===== src/rtl/compare_sort_ctrl.sv =====
// compare_sort_ctrl: loads DEPTH elements, bubble-sorts them in place with a
// single time-shared unsigned A>B compare, then streams them out ascending.
// Optional feature macro: SORT_SWAP_CNT_EN adds an 8-bit saturating swap_count
// output that counts swaps in the current batch.
module compare_sort_ctrl #(
    parameter int unsigned WIDTH = 2,
    parameter int unsigned DEPTH = 4
) (
    input  logic             clk,
    input  logic             rst,
    input  logic             in_valid,
    input  logic [WIDTH-1:0] in_data,
    output logic             in_ready,
    output logic             out_valid,
    output logic [WIDTH-1:0] out_data,
    input  logic             out_ready,
    output logic             busy,
    output logic             done
`ifdef SORT_SWAP_CNT_EN
    ,
    output logic [7:0]       swap_count
`endif
);

    localparam int unsigned IW = $clog2(DEPTH);
    localparam logic [IW-1:0] LAST_IDX = IW'(DEPTH - 1);
    localparam logic [IW-1:0] LAST_CMP = IW'(DEPTH - 2);

    typedef enum logic [1:0] {
        S_LOAD = 2'd0,
        S_SORT = 2'd1,
        S_OUT  = 2'd2
    } state_e;

    state_e           state_q, state_d;
    logic [WIDTH-1:0] mem_q [DEPTH];
    logic [WIDTH-1:0] mem_d [DEPTH];
    logic [IW-1:0]    wr_idx_q, wr_idx_d;
    logic [IW-1:0]    rd_idx_q, rd_idx_d;
    logic [IW-1:0]    cmp_idx_q, cmp_idx_d;
    logic [IW-1:0]    pass_q, pass_d;
    logic             swapped_q, swapped_d;
    logic             in_ready_q, in_ready_d;
    logic             out_valid_q, out_valid_d;
    logic [WIDTH-1:0] out_data_q, out_data_d;
    logic             busy_q, busy_d;
    logic             done_q, done_d;

    logic [IW-1:0]    cmp_nxt;
    logic [WIDTH-1:0] cmp_a, cmp_b;
    logic             gt;
    logic             pass_swap;
    logic             load_fire;

    // Shared comparator: operands are always the current adjacent pair
    always_comb begin
        cmp_nxt   = cmp_idx_q + IW'(1);
        cmp_a     = mem_q[cmp_idx_q];
        cmp_b     = mem_q[cmp_nxt];
        gt        = (cmp_a > cmp_b);
        pass_swap = swapped_q | gt;
        load_fire = (state_q == S_LOAD) && in_valid && in_ready_q;
    end

    // Next-state, buffer update and registered-output targets
    always_comb begin
        state_d   = state_q;
        mem_d     = mem_q;
        wr_idx_d  = wr_idx_q;
        rd_idx_d  = rd_idx_q;
        cmp_idx_d = cmp_idx_q;
        pass_d    = pass_q;
        swapped_d = swapped_q;
        done_d    = 1'b0;

        case (state_q)
            S_LOAD: begin
                if (load_fire) begin
                    mem_d[wr_idx_q] = in_data;
                    if (wr_idx_q == LAST_IDX) begin
                        wr_idx_d  = '0;
                        cmp_idx_d = '0;
                        pass_d    = '0;
                        swapped_d = 1'b0;
                        state_d   = S_SORT;
                    end else begin
                        wr_idx_d = wr_idx_q + IW'(1);
                    end
                end
            end
            S_SORT: begin
                if (gt) begin
                    mem_d[cmp_idx_q] = cmp_b;
                    mem_d[cmp_nxt]   = cmp_a;
                end
                if (cmp_idx_q == LAST_CMP) begin
                    cmp_idx_d = '0;
                    swapped_d = 1'b0;
                    // A clean pass means sorted; otherwise stop after DEPTH-1 passes
                    if (!pass_swap || (pass_q == LAST_CMP)) begin
                        pass_d   = '0;
                        rd_idx_d = '0;
                        state_d  = S_OUT;
                    end else begin
                        pass_d = pass_q + IW'(1);
                    end
                end else begin
                    cmp_idx_d = cmp_nxt;
                    swapped_d = pass_swap;
                end
            end
            S_OUT: begin
                if (out_valid_q && out_ready) begin
                    if (rd_idx_q == LAST_IDX) begin
                        rd_idx_d = '0;
                        done_d   = 1'b1;
                        state_d  = S_LOAD;
                    end else begin
                        rd_idx_d = rd_idx_q + IW'(1);
                    end
                end
            end
            default: state_d = S_LOAD;
        endcase

        in_ready_d  = (state_d == S_LOAD);
        out_valid_d = (state_d == S_OUT);
        busy_d      = (state_d == S_SORT) || (state_d == S_OUT);
        out_data_d  = out_valid_d ? mem_d[rd_idx_d] : out_data_q;
    end

    // State, buffer and output registers with synchronous reset
    always_ff @(posedge clk) begin
        if (rst) begin
            state_q     <= S_LOAD;
            mem_q       <= '{default: '0};
            wr_idx_q    <= '0;
            rd_idx_q    <= '0;
            cmp_idx_q   <= '0;
            pass_q      <= '0;
            swapped_q   <= 1'b0;
            in_ready_q  <= 1'b0;
            out_valid_q <= 1'b0;
            out_data_q  <= '0;
            busy_q      <= 1'b0;
            done_q      <= 1'b0;
        end else begin
            state_q     <= state_d;
            mem_q       <= mem_d;
            wr_idx_q    <= wr_idx_d;
            rd_idx_q    <= rd_idx_d;
            cmp_idx_q   <= cmp_idx_d;
            pass_q      <= pass_d;
            swapped_q   <= swapped_d;
            in_ready_q  <= in_ready_d;
            out_valid_q <= out_valid_d;
            out_data_q  <= out_data_d;
            busy_q      <= busy_d;
            done_q      <= done_d;
        end
    end

    assign in_ready  = in_ready_q;
    assign out_valid = out_valid_q;
    assign out_data  = out_data_q;
    assign busy      = busy_q;
    assign done      = done_q;

`ifdef SORT_SWAP_CNT_EN
    logic [7:0] swap_cnt_q, swap_cnt_d;

    // Per-batch saturating swap counter, cleared by the first element loaded
    always_comb begin
        swap_cnt_d = swap_cnt_q;
        if (load_fire && (wr_idx_q == '0)) begin
            swap_cnt_d = '0;
        end else if ((state_q == S_SORT) && gt && (swap_cnt_q != 8'hFF)) begin
            swap_cnt_d = swap_cnt_q + 8'd1;
        end
    end

    // Swap counter register
    always_ff @(posedge clk) begin
        if (rst) begin
            swap_cnt_q <= '0;
        end else begin
            swap_cnt_q <= swap_cnt_d;
        end
    end

    assign swap_count = swap_cnt_q;
`endif

endmodule

===== config.mk =====
export PLATFORM = sky130hd
export DESIGN_NAME = compare_sort_ctrl
export DESIGN_NICKNAME = d
export VERILOG_FILES = /design/src/rtl/compare_sort_ctrl.sv
export SDC_FILE = /design/constraint.sdc
export NUM_CORES = 1
export LEC_CHECK = 0
export CAP_MARGIN = 20
export CORE_MARGIN = 2
export CORE_UTILIZATION = 50
export DETAILED_ROUTE_END_ITERATION = 8
export GPL_TIMING_DRIVEN = 0
export PLACE_DENSITY = 0.72
export SLEW_MARGIN = 20
export SYNTH_ARGS = -nofsm -noshare
export SYNTH_HDL_FRONTEND = slang
export SYNTH_SLANG_ARGS = --single-unit

===== constraint.sdc =====
create_clock -name clk -period 3.72 [get_ports clk]
set_clock_uncertainty 0.1 [all_clocks]
set_input_delay 0.744 -clock clk [delete_from_list [all_inputs] [get_ports clk]]
set_output_delay 0.744 -clock clk [all_outputs]
set_load 0.005 [all_outputs]

==> report_table.html <==
<table>
<tr><th>Metric</th><th>Value</th></tr>
<tr><th colspan="2">Run status</th></tr>
<tr><td>Result of the run</td><td>completed</td></tr>
<tr><th colspan="2">GRT</th></tr>
<tr><td>GRT Overall Usage</td><td>23.5%</td></tr>
<tr><td>First-pass GRT wire length</td><td>8.13 mm</td></tr>
<tr><td>Antenna violations before repair</td><td>0</td></tr>
<tr><td>Grt total ovfl</td><td>0</td></tr>
<tr><td>Number of global-route vias before repair</td><td>1,732</td></tr>
<tr><td>Pin count of the biggest net entering global routing</td><td>14</td></tr>
<tr><th colspan="2">STA</th></tr>
<tr><td>Endpoints failing setup</td><td>0</td></tr>
<tr><td>Timing-limited maximum frequency</td><td>280 MHz</td></tr>
<tr><td>Post-route setup slack</td><td>0.149 ns</td></tr>
<tr><td>Transition time at the pin with the least slew margin</td><td>0.649 ns</td></tr>
<tr><td>Final Hold Vio Count</td><td>0</td></tr>
<tr><td>Max-slew violation total from the final report</td><td>0</td></tr>
<tr><td>Headroom to the max-slew limit</td><td>56.3%</td></tr>
<tr><td>Final period demand of the worst path</td><td>3.57 ns</td></tr>
<tr><td>Setup TNS</td><td>0 ns</td></tr>
<tr><td>Final-layout worst hold slack</td><td>0.358 ns</td></tr>
<tr><td>Final Cycle Share</td><td>96.0%</td></tr>
<tr><th colspan="2">Setup path</th></tr>
<tr><td>Largest fanout of any net on the critical path</td><td>10</td></tr>
<tr><td>Bufs and invs on worst path</td><td>5</td></tr>
<tr><td>Critical R2R Launch</td><td>cmp_idx_q[0]$_SDFFE_PP0P_</td></tr>
<tr><td>Logic depth of the worst setup path including buffers</td><td>15</td></tr>
<tr><td>Worst r2r dst</td><td>out_data[0]$_SDFFE_PP0N_</td></tr>
<tr><td>CP delay by family, top</td><td>compound AO/OA/AOI/OAI gates</td></tr>
<tr><td>Setup crit end</td><td>out_data[0]$_SDFFE_PP0N_</td></tr>
<tr><td>Cell breakdown of the critical path</td><td>buf_6 &gt; inv_4 &gt; ha_1 &gt; buf_6 &gt; mux2i_2 &gt; mux2_4 &gt; ha_1 &gt; nor2b_4 &gt; o211ai_1 &gt; buf_4 &gt; buf_4 &gt; a21boi_2 &gt; or2_2 &gt; o311ai_2 &gt; a311oi_1</td></tr>
<tr><td>Startpoint class of the critical path</td><td>flop</td></tr>
<tr><td>Arrival time of data at the critical path endpoint</td><td>3.60 ns</td></tr>
<tr><td>Slowest CP cell</td><td>sky130_fd_sc_hd__dfxtp_4</td></tr>
<tr><td>Launching instance or port of the critical path</td><td>cmp_idx_q[0]$_SDFFE_PP0P_</td></tr>
<tr><td>R2r worst-path depth</td><td>15</td></tr>
<tr><td>Minimum setup slack among reg-to-reg paths</td><td>0.15 ns</td></tr>
<tr><td>Setup CP Type</td><td>flop to flop</td></tr>
<tr><td>Critical path capture point type</td><td>flop</td></tr>
<tr><td>Worst EP required</td><td>3.75 ns</td></tr>
<tr><td>CP peak stage delay</td><td>0.38 ns</td></tr>
<tr><th colspan="2">Yosys</th></tr>
<tr><td>Combined area of all synthesized cells</td><td>2000 um^2</td></tr>
<tr><td>Synth Area in Compound Gates</td><td>25.2%</td></tr>
<tr><td>Most used flip-flop cell after synthesis</td><td>sky130_fd_sc_hd__dfxtp_1</td></tr>
<tr><td>Number of distinct standard cells referenced by the synthesized netlist</td><td>52</td></tr>
<tr><td>Sequential-to-total area share from yosys stat</td><td>25.0%</td></tr>
<tr><td>Top cells by area, synth</td><td>sky130_fd_sc_hd__dfxtp_1 (25%), sky130_fd_sc_hd__ha_1 (14%), sky130_fd_sc_hd__nor2_1 (4.5%), sky130_fd_sc_hd__a21oi_1 (4.0%), sky130_fd_sc_hd__mux2i_1 (3.5%)</td></tr>
<tr><td>Number of warning messages in the yosys log</td><td>0</td></tr>
<tr><td>Synth Register Bits</td><td>25</td></tr>
<tr><td>Synthesized Nets</td><td>275</td></tr>
<tr><td>Post-synth top area share</td><td>25.0%</td></tr>
<tr><td>Adder and majority gate portion of the synthesized area</td><td>13.8%</td></tr>
<tr><td>Share of synthesized registers carrying an async set or reset</td><td>0%</td></tr>
<tr><td>Area share of xor/xnor cells in the synthesized design</td><td>0%</td></tr>
<tr><td>Multiplexer area fraction after synthesis</td><td>7.25%</td></tr>
<tr><td>Simple-Gate Fraction of Synth Area</td><td>23.5%</td></tr>
<tr><td>Number of instances in the synthesized netlist</td><td>247</td></tr>
<tr><td>Synthesized area divided by synthesized cell count</td><td>8.10 um^2</td></tr>
<tr><td>Post-synth EDFFs</td><td>0</td></tr>
<tr><td>Cell taking the most area after synthesis</td><td>sky130_fd_sc_hd__dfxtp_1</td></tr>
<tr><td>Dominant combinational cell family by area after synthesis</td><td>compound AO/OA/AOI/OAI gates</td></tr>
<tr><th colspan="2">Floorplan</th></tr>
<tr><td>Area of the die</td><td>4530 um^2</td></tr>
<tr><td>Area of the core region</td><td>3740 um^2</td></tr>
<tr><td>Width of the die</td><td>67.3 um</td></tr>
<tr><td>Starting density of the core</td><td>53.5%</td></tr>
<tr><td>Vertical die dimension</td><td>67.3 um</td></tr>
<tr><td>Cell row count</td><td>22</td></tr>
<tr><td>Count of pins on the block boundary</td><td>12</td></tr>
<tr><th colspan="2">Power and ir drop</th></tr>
<tr><td>Internal power of the cells</td><td>0.000370 W</td></tr>
<tr><td>Leakage power summed over all cells</td><td>0.871 nW</td></tr>
<tr><td>Proportion of power drawn by combinational gates</td><td>10.9%</td></tr>
<tr><td>Worst IR Drop VDD</td><td>0.000157 V</td></tr>
<tr><td>Portion of total power attributed to the clock network</td><td>32.6%</td></tr>
<tr><td>Ratio of total power to cell area</td><td>211 nW/um^2</td></tr>
<tr><td>Switching share of total power</td><td>24.0%</td></tr>
<tr><td>Power share of the sequential group</td><td>56.4%</td></tr>
<tr><td>Net switching power</td><td>0.000116 W</td></tr>
<tr><th colspan="2">Final layout</th></tr>
<tr><td>Share of layout cells above drive strength 1</td><td>11.7%</td></tr>
<tr><td>Antenna diode count</td><td>0</td></tr>
<tr><td>Design Area, Final</td><td>2300 um^2</td></tr>
<tr><td>Final layout net count</td><td>295</td></tr>
<tr><td>Most used cells in the layout excluding fill and tap cells</td><td>sky130_fd_sc_hd__nor2_1 (23), sky130_fd_sc_hd__dfxtp_1 (23), sky130_fd_sc_hd__ha_1 (21)</td></tr>
<tr><td>Area Overhead vs Synth</td><td>14.9%</td></tr>
<tr><th colspan="2">Drt</th></tr>
<tr><td>Number of remaining DRC errors</td><td>0</td></tr>
<tr><td>Avg WL per Cell</td><td>15.9 um</td></tr>
<tr><td>Detailed Route WL</td><td>4.98 mm</td></tr>
<tr><td>Number of vias in the routed layout</td><td>1,892</td></tr>
<tr><td>Number of vias per cell after detailed routing</td><td>6.03</td></tr>
<tr><td>Count of antenna-violating nets left after detailed routing</td><td>0</td></tr>
<tr><td>Number of violations reported at the end of detailed-routing iteration 0</td><td>137</td></tr>
<tr><td>First-pass detailed-route iteration total</td><td>4</td></tr>
<tr><th colspan="2">Clock network</th></tr>
<tr><td>Num CTS Buffers</td><td>3</td></tr>
<tr><td>H-Tree Level Count</td><td>1</td></tr>
<tr><td>CTS root buf</td><td>sky130_fd_sc_hd__clkbuf_8</td></tr>
<tr><td>Clock tree from TritonCTS</td><td>built</td></tr>
<tr><td>Total clock sinks</td><td>25</td></tr>
<tr><td>Buffer levels on the longest clock path</td><td>2</td></tr>
<tr><td>Post-CTS Hold Buffers</td><td>0</td></tr>
<tr><td>Clock latency on the worst-skew pair</td><td>0.26 ns</td></tr>
<tr><td>CTS clk-pin slew, worst paths</td><td>0.09 ns</td></tr>
<tr><th colspan="2">Placement</th></tr>
<tr><td>Placed cell areas</td><td>2170 um^2</td></tr>
<tr><td>GP Congestion</td><td>0.922</td></tr>
<tr><td>HPWL reported at the end of detailed placement</td><td>3.79 mm</td></tr>
<tr><td>Count of input and output buffers</td><td>11</td></tr>
<tr><td>Worst setup slack before clock tree synthesis</td><td>-0.203 ns</td></tr>
<tr><th colspan="2">Flow run</th></tr>
<tr><td>Number of max-capacitance violations reported</td><td>0</td></tr>
<tr><th colspan="2">Min path</th></tr>
<tr><td>Class of the worst hold path</td><td>flop to flop</td></tr>
</table>
area by class of cell:
type                    instances  area [um^2]
repair buffers                 15          140
inverters                      15         58.8
multi-input cells             199         1440
clock buffers                   4         45.0
fillers                       336         1440
flip-flops and latches         25          505
well taps                      48         60.1
plain buffers                   8         55.1
power groups by stage:
stage | sequential (W) | clock [W] | combinational (W)
5_1_grt | 0.000275 | 0.000176 | 0.0000584
6_report | 0.000274 | 0.000159 | 0.0000532
3_3_place_gp | 0.000281 | 0 | 0.0000498
4_1_cts | 0.000275 | 0.000164 | 0.0000515
3_5_place_dp | 0.000281 | 0 | 0.0000498
2_1_floorplan | 0.000280 | 0 | 0.0000328
what timing repair did:
item,4_1_cts,5_1_grt
endpoints found under the setup margin,3,4
resized for setup,4,13
pin swaps,2,3
setup buffers,2,2
layer usage:
| metal | global-route usage [%] | part of all wire, % |
|---|---|---|
| met1 | 32.5 | 50 |
| met2 | 36.9 | 43 |
| met3 | 3.17 | 5.0 |
| met4 | 9.18 | 2.1 |
| met5 | 0 | 0 |
registers in the layout (all words and copies together), names as in the netlist:
signal and count:
wr_idx_q 2, in_ready 1, busy 1, rd_idx_q 2, done 1, out_valid 1
swapped_q 1, mem_q 8, cmp_idx_q 2, out_data 2, state_q 2, pass_q 2
cell usage after synthesis (2+ instances only):
cell and instances:
sky130_fd_sc_hd__ha_1 22, sky130_fd_sc_hd__o221ai_1 2, sky130_fd_sc_hd__nor3b_1 3, sky130_fd_sc_hd__o22ai_1 2, sky130_fd_sc_hd__nand3_1 12, sky130_fd_sc_hd__nor2b_1 10, sky130_fd_sc_hd__mux2i_1 7, sky130_fd_sc_hd__inv_1 14
sky130_fd_sc_hd__a21o_1 2, sky130_fd_sc_hd__nor3_1 5, sky130_fd_sc_hd__nand4_1 2, sky130_fd_sc_hd__and3_1 6, sky130_fd_sc_hd__dfxtp_1 25, sky130_fd_sc_hd__a311oi_1 2, sky130_fd_sc_hd__nand2_1 15, sky130_fd_sc_hd__a211o_1 3
sky130_fd_sc_hd__a2111oi_0 3, sky130_fd_sc_hd__o21ai_0 8, sky130_fd_sc_hd__a21boi_0 2, sky130_fd_sc_hd__mux2_2 3, sky130_fd_sc_hd__buf_4 2, sky130_fd_sc_hd__clkbuf_1 3, sky130_fd_sc_hd__o211ai_1 6, sky130_fd_sc_hd__or2_2 2
sky130_fd_sc_hd__a22oi_1 3, sky130_fd_sc_hd__o21ai_1 2, sky130_fd_sc_hd__a221oi_1 2, sky130_fd_sc_hd__o21a_1 3, sky130_fd_sc_hd__nor2_1 24, sky130_fd_sc_hd__o31a_1 2, sky130_fd_sc_hd__a32oi_1 2, sky130_fd_sc_hd__a22o_1 3
sky130_fd_sc_hd__a21oi_1 16, sky130_fd_sc_hd__and2_1 6, sky130_fd_sc_hd__nand2b_1 5, sky130_fd_sc_hd__buf_2 2
through the flow:
stage | instances | total power (W) | utilization, %
finish | 314 | 0.000486 | 61.5
detailed placement | 306 | 0.000331 | 58.0
global route | 314 | 0.000509 | 61.5
global placement | 306 | 0.000331 | 58.0
floorplan | 247 | 0.000313 | -
CTS | 312 | 0.000490 | 59.9
worst min-delay path by stage:
| stage | start | end | cells after the start |
|---|---|---|---|
| final | pass_q[1]$_SDFFE_PP0P_ | pass_q[1]$_SDFFE_PP0P_ | 2 |
| after global routing | pass_q[1]$_SDFFE_PP0P_ | pass_q[1]$_SDFFE_PP0P_ | 2 |
| after CTS | pass_q[1]$_SDFFE_PP0P_ | pass_q[1]$_SDFFE_PP0P_ | 2 |
| after detailed placement | pass_q[1]$_SDFFE_PP0P_ | pass_q[1]$_SDFFE_PP0P_ | 2 |
| after global placement | pass_q[1]$_SDFFE_PP0P_ | pass_q[1]$_SDFFE_PP0P_ | 2 |
| after floorplan | pass_q[1]$_SDFFE_PP0P_ | pass_q[1]$_SDFFE_PP0P_ | 2 |
logic make-up after synthesis:
logic type,Yosys count
buffers and inverters,23
AND/OR/NAND/NOR,93
flip-flops,25
multiplexers,12
AO/OA/AOI/OAI,72
adder cells (fa/ha/maj),22
worst reg2reg max path: stages, from the launching register on:
cell and delay, ns:
sky130_fd_sc_hd__dfxtp_4 0.38, sky130_fd_sc_hd__buf_6 0.14, sky130_fd_sc_hd__inv_4 0.07, sky130_fd_sc_hd__ha_1 0.34
sky130_fd_sc_hd__buf_6 0.16, sky130_fd_sc_hd__mux2i_2 0.16, sky130_fd_sc_hd__mux2_4 0.30, sky130_fd_sc_hd__ha_1 0.32
sky130_fd_sc_hd__nor2b_4 0.16, sky130_fd_sc_hd__o211ai_1 0.25, sky130_fd_sc_hd__buf_4 0.16, sky130_fd_sc_hd__buf_4 0.11
sky130_fd_sc_hd__a21boi_2 0.06, sky130_fd_sc_hd__or2_2 0.31, sky130_fd_sc_hd__o311ai_2 0.28, sky130_fd_sc_hd__a311oi_1 0.13
Note: power is estimated with default switching activity, not from simulation.
